**src/rtl/avr_gpio_port_pkg.sv**
```systemverilog
// Shared register offsets and decode types for AVR-style GPIO ports.
// The offsets are relative to the port's PIN address.
package avr_gpio_port_pkg;

  localparam logic [5:0] OFS_PIN   = 6'd0;
  localparam logic [5:0] OFS_DDR   = 6'd1;
  localparam logic [5:0] OFS_PORT  = 6'd2;
  localparam logic [5:0] OFS_PCMSK = 6'd3;
  localparam logic [5:0] OFS_PCIF  = 6'd4;

  typedef enum logic [2:0] {
    RegNone,
    RegPin,
    RegDdr,
    RegPort,
    RegPcmsk,
    RegPcif
  } reg_sel_e;

  // Map an I/O address onto one of this port's registers.
  function automatic reg_sel_e decode_addr(input logic [5:0] addr, input logic [5:0] base);
    reg_sel_e sel;
    sel = RegNone;
    if (addr == base + OFS_PIN)        sel = RegPin;
    else if (addr == base + OFS_DDR)   sel = RegDdr;
    else if (addr == base + OFS_PORT)  sel = RegPort;
    else if (addr == base + OFS_PCMSK) sel = RegPcmsk;
    else if (addr == base + OFS_PCIF)  sel = RegPcif;
    return sel;
  endfunction

endpackage

```
**src/rtl/avr_gpio_port_sync_ff2.sv**
```systemverilog
// Two-flop vector synchroniser for asynchronous pad inputs.
// Both stages are cleared by the synchronous reset.
module sync_ff2 #(
  parameter int unsigned WIDTH = 8
) (
  input  logic             clk,
  input  logic             rst,
  input  logic [WIDTH-1:0] i_d,
  output logic [WIDTH-1:0] o_q
);

  logic [WIDTH-1:0] r_s1;
  logic [WIDTH-1:0] r_s2;

  always_ff @(posedge clk) begin
    if (rst) begin
      r_s1 <= '0;
      r_s2 <= '0;
    end else begin
      r_s1 <= i_d;
      r_s2 <= r_s1;
    end
  end

  assign o_q = r_s2;

endmodule

```
**src/rtl/avr_gpio_port.sv**
```systemverilog
// AVR-style GPIO port: PIN/DDR/PORT registers, pin-change mask and flag,
// OR-able read bus, and a synchronised view of the pads.
module avr_gpio_port
  import avr_gpio_port_pkg::*;
#(
  parameter int unsigned WIDTH     = 8,
  parameter logic [5:0]  BASE_ADDR = 6'h00
) (
  input  logic             clk,
  input  logic             rst,
  input  logic [5:0]       io_addr,
  input  logic             io_we,
  input  logic             io_re,
  input  logic [7:0]       io_din,
  output logic [7:0]       io_dout,
  output logic [WIDTH-1:0] pin_out,
  output logic [WIDTH-1:0] pin_en,
  input  logic [WIDTH-1:0] pin_in,
  output logic             irq
);

  logic [WIDTH-1:0] r_ddr;
  logic [WIDTH-1:0] r_port;
  logic [WIDTH-1:0] r_pcmsk;
  logic [WIDTH-1:0] r_prev;
  logic             r_flag;

  logic [WIDTH-1:0] w_sync;
  logic [WIDTH-1:0] w_chg;
  logic [WIDTH-1:0] w_wdata;
  reg_sel_e         w_sel;
  logic             w_clr;

  sync_ff2 #(
    .WIDTH(WIDTH)
  ) u_sync (
    .clk(clk),
    .rst(rst),
    .i_d(pin_in),
    .o_q(w_sync)
  );

  assign w_sel   = decode_addr(io_addr, BASE_ADDR);
  assign w_wdata = io_din[WIDTH-1:0];
  assign w_chg   = (w_sync ^ r_prev) & r_pcmsk;
  assign w_clr   = io_we && (w_sel == RegPcif) && io_din[0];

  always_ff @(posedge clk) begin
    if (rst) begin
      r_ddr   <= '0;
      r_port  <= '0;
      r_pcmsk <= '0;
      r_prev  <= '0;
      r_flag  <= 1'b0;
    end else begin
      r_prev <= w_sync;
      // A detected change takes priority so a clear never swallows a new edge.
      if (|w_chg)     r_flag <= 1'b1;
      else if (w_clr) r_flag <= 1'b0;
      if (io_we) begin
        case (w_sel)
          RegPin:   r_port  <= r_port ^ w_wdata;
          RegDdr:   r_ddr   <= w_wdata;
          RegPort:  r_port  <= w_wdata;
          RegPcmsk: r_pcmsk <= w_wdata;
          default: ;
        endcase
      end
    end
  end

  always_comb begin
    io_dout = 8'h00;
    if (io_re && !rst) begin
      unique case (w_sel)
        RegPin:   io_dout[WIDTH-1:0] = w_sync;
        RegDdr:   io_dout[WIDTH-1:0] = r_ddr;
        RegPort:  io_dout[WIDTH-1:0] = r_port;
        RegPcmsk: io_dout[WIDTH-1:0] = r_pcmsk;
        RegPcif:  io_dout[0]         = r_flag;
        default:  io_dout            = 8'h00;
      endcase
    end
  end

  assign pin_out = r_port;
  assign pin_en  = r_ddr;
  assign irq     = r_flag;

endmodule

```
**config.mk**
```make
export PLATFORM = sky130hd
export DESIGN_NAME = avr_gpio_port
export DESIGN_NICKNAME = d
export VERILOG_FILES = /design/src/rtl/avr_gpio_port_pkg.sv /design/src/rtl/avr_gpio_port_sync_ff2.sv /design/src/rtl/avr_gpio_port.sv
export SDC_FILE = /design/constraint.sdc
export NUM_CORES = 1
export LEC_CHECK = 0
export BUFFER_PORTS_ARGS = -buffer_cell sky130_fd_sc_hd__buf_2
export CAP_MARGIN = 20
export CORE_ASPECT_RATIO = 0.5
export CORE_MARGIN = 5
export CORE_UTILIZATION = 45
export CTS_CLUSTER_DIAMETER = 120
export DETAILED_ROUTE_END_ITERATION = 10
export GPL_ROUTABILITY_DRIVEN = 0
export PLACE_DENSITY_LB_ADDON = 0.12
export RECOVER_POWER = 100
export SYNTH_ARGS = -nofsm -noshare
export SYNTH_HDL_FRONTEND = slang
export SYNTH_SLANG_ARGS = --single-unit
```
**constraint.sdc**
```tcl
create_clock -name clk -period 3 [get_ports clk]
set_clock_uncertainty 0.1 [all_clocks]
set_input_delay 0.45 -clock clk [delete_from_list [all_inputs] [get_ports clk]]
set_output_delay 0.45 -clock clk [all_outputs]
set_load 0.005 [all_outputs]
```
==> impl_metrics.env <==
export IMPL_holdWs_ns=0.247
export IMPL_ys_warn_count=0
export IMPL_netlist_instances=199
export IMPL_synth_area_sq_um=2050
export IMPL_fin_tns_setup_ns=0
export IMPL_synth_lib_cells_used_distinct=24
export IMPL_period_share_pct=83.1
export IMPL_drive_above_1_share_pct=19.8
export IMPL_synth_top_area_share_pct=47.8
export IMPL_route_detailed_drc=0
export IMPL_io_pins=51
export IMPL_fin_crit_ns=2.49
export IMPL_antenna_found_initial=0
export IMPL_avgRoutedWirePerCell_microns=15.2
export IMPL_htreeDepth=2
export IMPL_via_count=1626
export IMPL_maxSlewViolCount=50
export IMPL_antenna_cells=0
export IMPL_drt_initial_drc_count=58
export IMPL_via_per_inst=5.35
export IMPL_hold_depth=2
export IMPL_end_kind="output port"
export IMPL_critPathMaxFanout=12
export IMPL_crit_path_max_incr_delay_ns=0.64
export IMPL_grt_pass1_wl_mm=7.58
export IMPL_synthFlopType="dfxtp_1"
export IMPL_max_slew_margin_pct=-42.1
export IMPL_hold_viol_final=0
export IMPL_async_flop_share_pct=0
export IMPL_ant_nets=0
export IMPL_port_buffers=50
export IMPL_syn_nets=225
export IMPL_crit_required_ns=2.45
export IMPL_final_area_sq_um=2390
export IMPL_grt_usage_pct=15.7
export IMPL_holdCritPathClass="input pin to register"
export IMPL_tightest_slew_ns=2.13
export IMPL_cp_arrival_ns=1.94
export IMPL_cts_sinks=49
export IMPL_rows=17
export IMPL_dieArea_sq_um=6100
export IMPL_grt_pass1_vias=1538
export IMPL_hpwl_mm=3.09
export IMPL_synth_top_area_cell="dfxtp_1"
export IMPL_cts_tree="done"
export IMPL_cts_setup_buffers=0
export IMPL_post_place_cells=296
export IMPL_irDropWorstVdd_mv=0.284
export IMPL_ctsResizeCount=0
export IMPL_cts_made_buffers=5
export IMPL_drt_total_wl_mm=4.63
export IMPL_crit_slowest_cell="clkbuf_1"
export IMPL_status="finished, violations left"
export IMPL_maxCapViolCount=1
export IMPL_r2r_start="u_sync.o_q[7]"
export IMPL_path_cells="clkbuf_1 -> mux4_2 -> nand2b_1 -> a21oi_1 -> buf_2"
export IMPL_synth_most_common_cell="dfxtp_1"
export IMPL_ys_top_cells_by_count="dfxtp_1 (49), nor2b_1 (32), nor2_1 (25)"
export IMPL_syn_avg_cell_area_sq_um=10.3
export IMPL_violations="max-capacitance violations, max-slew violations"
export IMPL_crit_type="input pin to output port"
export IMPL_clock_root_buffer="clkbuf_8"
export IMPL_startpoint_type="input pin"
export IMPL_synth_seq_cells=49
export IMPL_p_per_area_nw_per_um2=475
export IMPL_r2r_end="irq"
export IMPL_first_pass_iters=4
export IMPL_setup_viol=0
export IMPL_cts_hold_fix_buffers=0
export IMPL_synth_edf_count=0
export IMPL_rsz0062_at_grt="false"
export IMPL_clkLatencyLatePin_ns=0.30
export IMPL_start_util_pct=46.6
export IMPL_reg2regPathDepth=4
export IMPL_layout_nets=272
export IMPL_coreArea_sq_um=4400
export IMPL_clk_pin_slew_ns=0.09
export IMPL_hp_start="pin_in[4]"
export IMPL_seq_area_frac_synth_pct=47.8
export IMPL_die_w_microns=106
export IMPL_cts_buffer_depth=2
export IMPL_fmax_mhz=401
export IMPL_fin_cells=304
export IMPL_p_leak_nw=0.961
export IMPL_place_area_sq_um=2340
export IMPL_whs_endpoint="u_sync.r_s1[4]"
export IMPL_r2r_slack_ns=1.46
export IMPL_syn2layout_area_growth_pct=16.6
export IMPL_grt_start_max_net_pins=50
export IMPL_die_h_microns=57.8
export IMPL_synth_top_cells_by_area="dfxtp_1 (48%), nor2b_1 (9.8%), mux4_2 (8.8%)"
export IMPL_gr_total_overflow=0
## registers in the layout, summed over array words and instances (netlist names)
register     flops
irq              1
pin_en           8
pin_out          8
r_pcmsk          8
r_prev           8
u_sync.o_q       8
u_sync.r_s1      8
## worst max-delay path by stage
stage | from | to | slack [ns] | cells past startpoint
5_1_grt | io_addr[0] | io_dout[0] | 0.33 | 5
2_1_floorplan | io_addr[1] | io_dout[5] | 0.96 | 4
3_5_place_dp | io_addr[3] | io_dout[5] | 0.76 | 6
3_3_place_gp | io_addr[3] | io_dout[6] | 0.81 | 6
4_1_cts | io_addr[3] | io_dout[4] | 0.75 | 6
6_report | io_addr[0] | io_dout[0] | 0.51 | 5
## per-layer routing
layer	share of wire, %	GRT usage [%]
met1	48	21.4
met2	45	24.4
met3	6.7	5.23
met4	0.56	3.32
met5	0	0
## area by class of cell
class                           count  area, sq um
Sequential cell                    49          981
Clock buffer                        7         76.3
Timing Repair Buffer               51          231
Tap cell                           57         71.3
Multi-Input combinational cell    139         1030
Fill cell                         428         2010
Clock inverter                      1         7.51
## where the power goes
| part | switching, mW | leakage (nW) | internal, mW |
|---|---|---|---|
| clock | 0.218 | 0.0385 | 0.165 |
| sequential | 0.00830 | 0.399 | 0.665 |
| combinational | 0.0434 | 0.524 | 0.0369 |
| total | 0.269 | 0.961 | 0.867 |
## through the flow
step	setup slack, ns	util [%]	power [mW]
2_1_floorplan	0.956	-	0.734
3_3_place_gp	0.812	53.1	0.768
3_5_place_dp	0.763	53.1	0.770
4_1_cts	0.750	55.0	1.15
5_1_grt	0.335	54.4	1.19
6_report	0.508	54.4	1.14
## cells by family after synthesis
family | synth area share (%)
buffers and inverters | 2.19
AND/OR/NAND/NOR | 23.2
multiplexers | 16.6
XOR/XNOR | 3.41
flip-flops | 47.8
AO/OA/AOI/OAI | 6.89
## worst max-delay path, delay by kind of cell
kind,cells,cell delay [ns]
compound gates,1,0.06
buf+inv,2,0.76
mux,1,0.59
simple gates,1,0.08
## placed cells by master (no fill, tap or decap), drive strengths merged
master,n
or4b,1
nand3,10
and4b,1
buf,33
nor2b,32
xor2,8
a21oi,1
mux2i,16
clkinvlp,1
nor2,25
a22o,2
nand2b,1
clkbuf,25
a221oi,2
nand3b,9
nand4,1
mux4,8
or2,1
a31oi,9
or3,1
o21ai,9
dfxtp,49
nor3,2
Power figures use the tool's default switching activity.
